File: src/rtl/stack_defs.sv
// rtl/stack_defs.sv - shared state encoding, default bounds and word counts for the stack unit
package stack_defs;

    typedef enum logic {
        ST_IDLE   = 1'b0,
        ST_ACCESS = 1'b1
    } state_t;

    localparam int SP_INIT_DEFAULT  = 4095;
    localparam int SP_LIMIT_DEFAULT = 0;

    localparam int WORDS_CALL_RET = 1;
    localparam int WORDS_INT_RTI  = 2;

endpackage

File: src/rtl/stack_pointer_unit_if.sv
// rtl/stack_pointer_unit_if.sv - request, memory and status signals of the stack pointer unit
interface stack_pointer_unit_if #(
    parameter int ADDR_W = 32,
    parameter int CNT_W  = 2
);
    logic              op_valid;
    logic              op_push;
    logic [CNT_W-1:0]  op_words;
    logic              mem_stall;
    logic              err_clr;
    logic              op_ready;
    logic [ADDR_W-1:0] sp;
    logic [ADDR_W-1:0] mem_addr;
    logic              mem_en;
    logic              mem_we;
    logic [CNT_W-1:0]  word_idx;
    logic              done;
    logic              ovf;
    logic              unf;

    modport master (
        output op_valid, op_push, op_words, mem_stall, err_clr,
        input  op_ready, sp, mem_addr, mem_en, mem_we, word_idx, done, ovf, unf
    );

    modport slave (
        input  op_valid, op_push, op_words, mem_stall, err_clr,
        output op_ready, sp, mem_addr, mem_en, mem_we, word_idx, done, ovf, unf
    );
endinterface

File: src/rtl/sp_bound_check.sv
// rtl/sp_bound_check.sv - per-word address, next SP and bound violation for one stack access
module sp_bound_check #(
    parameter int ADDR_W = 32
) (
    input  logic [ADDR_W-1:0] sp,
    input  logic              push,
    input  logic [ADDR_W-1:0] sp_lo,
    input  logic [ADDR_W-1:0] sp_hi,
    output logic [ADDR_W-1:0] sp_next,
    output logic [ADDR_W-1:0] addr,
    output logic              err
);
    localparam logic [ADDR_W-1:0] ONE = ADDR_W'(1);

    // Push is post-decrement (write at sp), pop is pre-increment (read at sp+1).
    always_comb begin
        err     = 1'b0;
        addr    = sp;
        sp_next = sp;
        if (push) begin
            err     = (sp < sp_lo);
            addr    = sp;
            sp_next = err ? sp : sp - ONE;
        end else begin
            err     = (sp >= sp_hi);
            addr    = sp + ONE;
            sp_next = err ? sp : sp + ONE;
        end
    end
endmodule

File: src/rtl/stack_pointer_unit.sv
// rtl/stack_pointer_unit.sv - sequenced, bounds-checked stack pointer with one word per cycle
module stack_pointer_unit
    import stack_defs::*;
#(
    parameter int ADDR_W    = 32,
    parameter int SP_INIT   = SP_INIT_DEFAULT,
    parameter int SP_LIMIT  = SP_LIMIT_DEFAULT,
    parameter int MAX_WORDS = WORDS_INT_RTI,
    parameter int CNT_W     = 2
) (
    input  logic                 clk,
    input  logic                 rst,
    stack_pointer_unit_if.slave  bus
);
    localparam logic [CNT_W-1:0] CNT_ONE = CNT_W'(WORDS_CALL_RET);
    localparam logic [CNT_W-1:0] CNT_MAX = CNT_W'(MAX_WORDS);

    state_t            state, state_next;
    logic [ADDR_W-1:0] sp_q;
    logic [CNT_W-1:0]  words_q;
    logic [CNT_W-1:0]  idx_q;
    logic              push_q;
    logic              ovf_q, unf_q;

    logic              accept;
    logic              advance;
    logic              last;
    logic [CNT_W-1:0]  words_eff;
    logic [ADDR_W-1:0] sp_next, word_addr;
    logic              bound_err;

    sp_bound_check #(.ADDR_W(ADDR_W)) u_bound (
        .sp      (sp_q),
        .push    (push_q),
        .sp_lo   (ADDR_W'(SP_LIMIT)),
        .sp_hi   (ADDR_W'(SP_INIT)),
        .sp_next (sp_next),
        .addr    (word_addr),
        .err     (bound_err)
    );

    assign accept = bus.op_valid && (state == ST_IDLE);
    assign last   = (idx_q == words_q - CNT_ONE);

    always_comb begin
        words_eff = bus.op_words;
        if (bus.op_words == '0)
            words_eff = CNT_ONE;
        else if (bus.op_words > CNT_MAX)
            words_eff = CNT_MAX;
    end

    always_comb begin
        state_next   = state;
        advance      = 1'b0;
        bus.mem_en   = 1'b0;
        bus.mem_we   = 1'b0;
        bus.mem_addr = '0;
        bus.done     = 1'b0;
        case (state)
            ST_IDLE: begin
                if (bus.op_valid)
                    state_next = ST_ACCESS;
            end
            ST_ACCESS: begin
                // An out-of-bounds word is suppressed but still consumes its slot.
                bus.mem_en   = !bound_err;
                bus.mem_we   = push_q;
                bus.mem_addr = word_addr;
                if (!bus.mem_stall) begin
                    advance = 1'b1;
                    if (last) begin
                        bus.done   = 1'b1;
                        state_next = ST_IDLE;
                    end
                end
            end
            default: state_next = ST_IDLE;
        endcase
    end

    always_ff @(posedge clk) begin
        if (!rst) begin
            state   <= ST_IDLE;
            sp_q    <= ADDR_W'(SP_INIT);
            words_q <= CNT_ONE;
            idx_q   <= '0;
            push_q  <= 1'b0;
            ovf_q   <= 1'b0;
            unf_q   <= 1'b0;
        end else begin
            state <= state_next;
            if (accept) begin
                push_q  <= bus.op_push;
                words_q <= words_eff;
            end
            if (advance) begin
                sp_q  <= sp_next;
                idx_q <= last ? '0 : idx_q + CNT_ONE;
            end
            if (advance && bound_err && push_q)
                ovf_q <= 1'b1;
            else if (bus.err_clr)
                ovf_q <= 1'b0;
            if (advance && bound_err && !push_q)
                unf_q <= 1'b1;
            else if (bus.err_clr)
                unf_q <= 1'b0;
        end
    end

    assign bus.op_ready = (state == ST_IDLE);
    assign bus.sp       = sp_q;
    assign bus.word_idx = idx_q;
    assign bus.ovf      = ovf_q;
    assign bus.unf      = unf_q;
endmodule

File: src/flat_wrapper.sv
// flat-port wrapper written by rule: the top's interface ports become plain ports
module stack_pointer_unit_flat import stack_defs::*;
#(
    parameter int ADDR_W    = 32,
    parameter int SP_INIT   = SP_INIT_DEFAULT,
    parameter int SP_LIMIT  = SP_LIMIT_DEFAULT,
    parameter int MAX_WORDS = WORDS_INT_RTI,
    parameter int CNT_W     = 2
)
  (clk, rst, bus_op_valid, bus_op_push, bus_op_words, bus_mem_stall, bus_err_clr, bus_op_ready, bus_sp, bus_mem_addr, bus_mem_en, bus_mem_we, bus_word_idx, bus_done, bus_ovf, bus_unf);
  stack_pointer_unit_if #(.ADDR_W(ADDR_W), .CNT_W(CNT_W)) bus_i ();
  input  logic clk;
  input  logic rst;
  input wire logic [$bits(bus_i.op_valid)-1:0] bus_op_valid;
  input wire logic [$bits(bus_i.op_push)-1:0] bus_op_push;
  input wire logic [$bits(bus_i.op_words)-1:0] bus_op_words;
  input wire logic [$bits(bus_i.mem_stall)-1:0] bus_mem_stall;
  input wire logic [$bits(bus_i.err_clr)-1:0] bus_err_clr;
  output wire logic [$bits(bus_i.op_ready)-1:0] bus_op_ready;
  output wire logic [$bits(bus_i.sp)-1:0] bus_sp;
  output wire logic [$bits(bus_i.mem_addr)-1:0] bus_mem_addr;
  output wire logic [$bits(bus_i.mem_en)-1:0] bus_mem_en;
  output wire logic [$bits(bus_i.mem_we)-1:0] bus_mem_we;
  output wire logic [$bits(bus_i.word_idx)-1:0] bus_word_idx;
  output wire logic [$bits(bus_i.done)-1:0] bus_done;
  output wire logic [$bits(bus_i.ovf)-1:0] bus_ovf;
  output wire logic [$bits(bus_i.unf)-1:0] bus_unf;
  assign bus_i.op_valid = bus_op_valid;
  assign bus_i.op_push = bus_op_push;
  assign bus_i.op_words = bus_op_words;
  assign bus_i.mem_stall = bus_mem_stall;
  assign bus_i.err_clr = bus_err_clr;
  assign bus_op_ready = bus_i.op_ready;
  assign bus_sp = bus_i.sp;
  assign bus_mem_addr = bus_i.mem_addr;
  assign bus_mem_en = bus_i.mem_en;
  assign bus_mem_we = bus_i.mem_we;
  assign bus_word_idx = bus_i.word_idx;
  assign bus_done = bus_i.done;
  assign bus_ovf = bus_i.ovf;
  assign bus_unf = bus_i.unf;
  stack_pointer_unit #(.ADDR_W(ADDR_W), .SP_INIT(SP_INIT), .SP_LIMIT(SP_LIMIT), .MAX_WORDS(MAX_WORDS), .CNT_W(CNT_W)) u_core (.clk(clk), .rst(rst), .bus(bus_i));
endmodule
File: config.mk
export PLATFORM = sky130hd
export DESIGN_NAME = stack_pointer_unit_flat
export DESIGN_NICKNAME = d
export VERILOG_FILES = /design/src/rtl/stack_defs.sv /design/src/rtl/stack_pointer_unit_if.sv /design/src/rtl/sp_bound_check.sv /design/src/rtl/stack_pointer_unit.sv /design/src/flat_wrapper.sv
export SDC_FILE = /design/constraint.sdc
export NUM_CORES = 1
export LEC_CHECK = 0
export ABC_AREA = 1
export ABC_CLOCK_PERIOD_IN_PS = 2400
export CORE_UTILIZATION = 52
export DETAILED_ROUTE_END_ITERATION = 8
export PLACE_DENSITY = 0.93
export RECOVER_POWER = 25
export SETUP_SLACK_MARGIN = 0.15
export SYNTH_ARGS = -nofsm -noshare
export SYNTH_HDL_FRONTEND = slang
export SYNTH_SLANG_ARGS = --single-unit
File: constraint.sdc
create_clock -name clk -period 2.4 [get_ports clk]
set_clock_uncertainty 0.05 [all_clocks]
set_input_delay 0.6 -clock clk [delete_from_list [all_inputs] [get_ports clk]]
set_output_delay 0.6 -clock clk [all_outputs]
set_load 0.05 [all_outputs]
==> summary.md, run 1 <==
| Metric | Value |
|---|---|
| Count of flip-flops with a built-in enable after synthesis | 0 |
| Cell variety after synth | 42 |
| Cells after Synth | 601 |
| Initial Utilization | 54.9% |
| Cts bufs inserted | 5 |
| Status | aborted with a tool error |
| Top cells by area in the synthesized netlist | sky130_fd_sc_hd__dfxtp_1 23%, sky130_fd_sc_hd__nand2_1 16%, sky130_fd_sc_hd__nor2_1 12% |
| Largest buffer count on any clock path | 2 |
| # port buffers | 78 |
| Worst slack, placed | -0.0229 ns |
| Die Y | 84.6 um |
| Area share of the largest cell type after synthesis | 22.6% |
| Library cell used as clock root buffer | sky130_fd_sc_hd__clkbuf_8 |
| Area after DPL | 5160 um2 |
| Count of boundary I/O pins | 80 |
| Worst_ep kind | output port |
| H-tree Lvls | 2 |
| Terminating stage of the flow | 5_1_grt |
| Die width | 84.6 um |
| Synthesized area per cell | 5.90 um2 |
| Placer's final routability congestion estimate | 0.978 |
| Synthesized cell area | 3550 um2 |
| Synth area leader | sky130_fd_sc_hd__dfxtp_1 |
| Final worst endpoint reported by repair_timing after global routing | bus_mem_addr[26] |
| Top FF cell, synth | sky130_fd_sc_hd__dfxtp_1 |
| Number of placed instances, taps included | 766 |
| Clk sinks | 40 |
| Warning count from the yosys run | 0 |
| Number of hold buffers added after CTS | 0 |
| Error message | [ERROR DPL-0038] Utilization greater than 100%, impossible to legalize |
| Detailed Place HPWL | 9.39 mm |
| Net count after synthesis | 613 |
| Share of synthesized area occupied by flip-flops and latches | 22.6% |
| Number of storage elements in the synthesis netlist | 40 |
| Row count | 29 |
| FFs w/ async S/R, synth | 0% |
| Pin count of the biggest net entering global routing | 47 |
==> timing repair <==
| action | in CTS |
|---|---|
| gates cloned | 0 |
| setup buffers | 37 |
| gates resized for setup | 88 |
| pin swaps | 34 |
| endpoints found under the setup margin | 36 |
==> cells by family after synthesis <==
logic type | after synthesis | synth area share (%)
simple gates | 376 | 49.2
buf+inv | 90 | 11.8
compound gates | 78 | 11.8
flops | 40 | 22.6
xor+xnor | 12 | 2.96
fa+ha+maj | 4 | 1.41
mux | 1 | 0.282
==> stage by stage <==
step / TNS (ns) / util, % / hold slack, ns
3_5_place_dp: -0.0290 / 79.9 / 0.406
2_1_floorplan: -0.160 / - / 0.406
4_1_cts: -4.42 / 89.9 / 0.421
3_3_place_gp: 0 / 79.9 / 0.368
==> synth_stat cells (2+ instances only) <==
cell / number
sky130_fd_sc_hd__nor2_4: 4
sky130_fd_sc_hd__nand3_2: 11
sky130_fd_sc_hd__o21ai_0: 21
sky130_fd_sc_hd__or2_2: 2
sky130_fd_sc_hd__o211ai_1: 6
sky130_fd_sc_hd__dfxtp_1: 40
sky130_fd_sc_hd__nor3_2: 2
sky130_fd_sc_hd__a21oi_1: 38
sky130_fd_sc_hd__nor3_4: 2
sky130_fd_sc_hd__ha_1: 4
sky130_fd_sc_hd__nor2_1: 110
sky130_fd_sc_hd__buf_6: 5
sky130_fd_sc_hd__inv_1: 63
sky130_fd_sc_hd__xor2_1: 12
sky130_fd_sc_hd__clkbuf_1: 6
sky130_fd_sc_hd__o21a_1: 2
sky130_fd_sc_hd__nand3_1: 40
sky130_fd_sc_hd__nor3_1: 13
sky130_fd_sc_hd__o21ai_1: 6
sky130_fd_sc_hd__nand4_1: 16
sky130_fd_sc_hd__nand2_1: 150
sky130_fd_sc_hd__a211oi_1: 2
sky130_fd_sc_hd__nand2_2: 6
sky130_fd_sc_hd__nor2_2: 6
sky130_fd_sc_hd__nand3b_1: 3
sky130_fd_sc_hd__buf_4: 3
sky130_fd_sc_hd__or2_0: 3
sky130_fd_sc_hd__buf_2: 7
sky130_fd_sc_hd__nor4_1: 5
==> run 2, diff against run 1 <==
Settings changed: CORE_UTILIZATION 52 to 40, PLACE_DENSITY 0.93 to unset, PLACE_DENSITY_LB_ADDON set to 0.15, SETUP_SLACK_MARGIN 0.15 to unset.
==> run 2 against run 1 <==
  * The flow now finishes, with violations (setup timing)
  * Synthesized cell count unchanged
  * Synthesized area unchanged
==> summary.md, run 2 <==
| Metric | Value |
|---|---|
| Combinational share of power | 55.6% |
| CTS clock-pin slew for the worst setup and hold paths | 0.08 ns |
| FFs w/ async S/R, synth | 0% |
| Initial Utilization | 42.3% |
| Crit path kind | register to output port |
| Number of placed instances, taps included | 808 |
| Count of boundary I/O pins | 80 |
| Startpoint Class | register |
| Final Instance Count excl. Fillers | 837 |
| Final Total Pwr | 2.76 mW |
| Die width | 96.2 um |
| Initial DRC count | 290 |
| Unrepaired setup endpoints after global routing | true |
| Warning count from the yosys run | 0 |
| Final-report setup violation count | 26 |
| Tightest Pin Transition | 1.03 ns |
| Number of DRC violations after detailed routing | 0 |
| Top cells by area in the synthesized netlist | sky130_fd_sc_hd__dfxtp_1 23%, sky130_fd_sc_hd__nand2_1 16%, sky130_fd_sc_hd__nor2_1 12% |
| Endpoint class of the critical path | output port |
| Cells after Synth | 601 |
| Number of hold buffers added after CTS | 0 |
| Number of flip-flops under the largest register name | 32 |
| Least setup slack across all paths after layout | -0.307 ns |
| Cts bufs inserted | 5 |
| Top post-synthesis cells by count | 150 x sky130_fd_sc_hd__nand2_1, 110 x sky130_fd_sc_hd__nor2_1, 63 x sky130_fd_sc_hd__inv_1 |
| Core Footprint | 8380 um2 |
| Number of storage elements in the synthesis netlist | 40 |
| Internal power component | 1.54 mW |
| Cell variety after synth | 42 |
| Max Clk Rate | 0.369 GHz |
| Gr ovfl total | 0 |
| Worst supply voltage drop on vdd | 312 uV |
| Hold violation total from the final report | 0 |
| Static Leak | 2.54 nW |
| Die ar. | 9250 um2 |
| Top library cells by usage in the layout, fill and taps aside | 131 x sky130_fd_sc_hd__nand2_1, 87 x sky130_fd_sc_hd__nor2_1, 57 x sky130_fd_sc_hd__inv_1, 57 x sky130_fd_sc_hd__buf_4, 41 x sky130_fd_sc_hd__clkdlybuf4s50_1 |
| Worst reg2reg setup slack | 0.05 ns |
| Detailed-route via count | 4476 |
| Clock latency on the worst-skew pair | 0.30 ns |
| Switching power | 1.22 mW |
| Max Cap Violations | 0 |
| Crit path required time | 1.75 ns |
| Fraction of final layout cells with drive strength greater than 1 | 37.6% |
| Final Slew Violations | 0 |
| Die Y | 96.2 um |
| Number of fillers in the final layout | 689 |
| Worst rel slew slack | 31.1% |
| # port buffers | 78 |
| Final routed wire length divided by cell count | 15.1 um |
| Synthesized cell area | 3550 um2 |
| H-tree Lvls | 2 |
| Largest buffer count on any clock path | 2 |
| Area grow syn2layout | 67.2% |
| Initial antenna violation count | 0 |
| Sequential power share | 26.7% |
| TritonCTS clock tree | done |
| Number of global-route vias before repair | 4191 |
| Top FF cell, synth | sky130_fd_sc_hd__dfxtp_1 |
| Vias per std cell | 5.35 |
| Clock network power share | 17.7% |
| Library cell used as clock root buffer | sky130_fd_sc_hd__clkbuf_8 |
| Count of flip-flops with a built-in enable after synthesis | 0 |
| Detailed Place HPWL | 9.45 mm |
| Net count after synthesis | 613 |
| HP Class | register to register |
| Synth area leader | sky130_fd_sc_hd__dfxtp_1 |
| Overall track demand over capacity in global routing | 28.4% |
| Number of nets in the final layout | 743 |
| Pin count of the biggest net entering global routing | 21 |
| Final critical delay including setup and external delays | 2.71 ns |
| Biggest fanout along the worst timing path | 4 |
| Power density cells | 466 nW/um2 |
| Antenna diodes | 0 |
| Failing checks | setup timing |
| Share of synthesized area occupied by flip-flops and latches | 22.6% |
| CP Data Arrival Time | 2.06 ns |
| Synthesized area per cell | 5.90 um2 |
| Number of detailed-routing iterations run before antenna repair | 5 |
| Row count | 33 |
| Area share of the largest cell type after synthesis | 22.6% |
| Clk sinks | 40 |
| Placer's final routability congestion estimate | 0.922 |
| Remaining number of nets flagged by the antenna check after routing | 0 |
| Final wirelength | 12.6 mm |
| Status | finished, violations left |
| Global-route wire length before repair | 20.1 mm |
| Crit share post-route | 113% |
| Sw Ratio | 44.2% |
| Most frequent standard cell in the layout excluding fill and tap cells | sky130_fd_sc_hd__nand2_1 |
| Most repeated cell in the gate-level netlist after synthesis | sky130_fd_sc_hd__nand2_1 |
==> run 2: cell counts after synthesis <==
No cell type changed its count.
==> run 2: power groups by stage <==
stage / Sequential (mW) / Combinational, mW / Clock (mW)
after floorplan: 0.829 / 0.718 / 0
after global placement: 0.752 / 1.21 / 0
after detailed placement: 0.753 / 1.22 / 0
after CTS: 0.733 / 1.38 / 0.505
after global routing: 0.742 / 1.63 / 0.529
final: 0.737 / 1.54 / 0.490
==> run 2: kinds of logic (layout without fill, tap and decap cells) <==
family,Yosys count,count (layout),synth area share [%]
AND/OR/NAND/NOR,376,376,49.2
buffers and inverters,90,221,11.8
XOR/XNOR,12,12,2.96
flip-flops,40,40,22.6
multiplexers,1,1,0.282
AO/OA/AOI/OAI,78,78,11.8
adder cells (fa/ha/maj),4,4,1.41
==> run 2: what timing repair did <==
action / 4_1_cts / 5_1_grt
resized for setup: 73 / 50
setup endpoints to repair: 27 / 35
buffers inserted: 17 / 7
pin swaps: 32 / 28
==> run 2: stage by stage <==
step                      hold slack [ns]  TNS [ns]  setup WS [ns]  util, %  cell area [um2]
after floorplan                     0.406    -0.203        -0.0908        -             3810
after global placement              0.371         0         0.0225     62.3             5220
after detailed placement            0.374         0         0.0117     62.3             5220
after CTS                           0.389     -3.71         -0.252     68.0             5700
after global routing                0.431     -7.13         -0.363     70.8             5930
final                               0.385     -4.36         -0.307     70.8             5930
==> run 2: metal layers <==
metal	vias to the layer above	wire length [um]	global-route usage, %
met5	-	0	0
met4	0	304	8.96
met3	30	920	4.19
met2	188	5920	47.4
met1	2053	5480	37.5
li1	2205	-	-
==> run 2: path summary, 6_finish.rpt <==
check / depth (start not counted) / end / from
min reg2reg: 2 / u_core.bus.ovf$_SDFFE_PN0P_ / u_core.bus.ovf$_SDFFE_PN0P_
min: 2 / u_core.bus.ovf$_SDFFE_PN0P_ / u_core.bus.ovf$_SDFFE_PN0P_
max: 9 / bus_mem_addr[28] / u_core.bus.sp[1]$_SDFFE_PN1P_
max reg2reg: 15 / u_core.bus.sp[28]$_SDFFE_PN0P_ / u_core.bus.sp[1]$_SDFFE_PN1P_
==> run 2: final cells by class <==
| cell class | instances | area, um2 | share of cell area, % |
|---|---|---|---|
| inverters | 67 | 270 | 4.56 |
| multi-input cells | 471 | 2900 | 48.9 |
| repair buffers | 146 | 1660 | 27.9 |
| clock buffers | 8 | 90.1 | 1.52 |
| well taps | 105 | 131 | 2.21 |
| flip-flops and latches | 40 | 883 | 14.9 |
==> run 2: critical path, cell delays in order, from the launching register on <==
cell and delay (ns):
sky130_fd_sc_hd__dfxtp_4 0.40, sky130_fd_sc_hd__ha_4 0.15, sky130_fd_sc_hd__nand2_4 0.06, sky130_fd_sc_hd__nor3_4 0.21, sky130_fd_sc_hd__nand2_2 0.11, sky130_fd_sc_hd__nor3_4 0.17, sky130_fd_sc_hd__nand3_2 0.10, sky130_fd_sc_hd__or2_4 0.25
sky130_fd_sc_hd__a21oi_4 0.17, sky130_fd_sc_hd__buf_12 0.15
(Power assumes the default switching activity.)
==> run 3, diff against run 2 <==
Settings changed: CAP_MARGIN set to 20, HOLD_SLACK_MARGIN set to 0.02.
==> results of run 3 <==
Same layout as run 2: the final DEF is identical, and so are final timing and power.
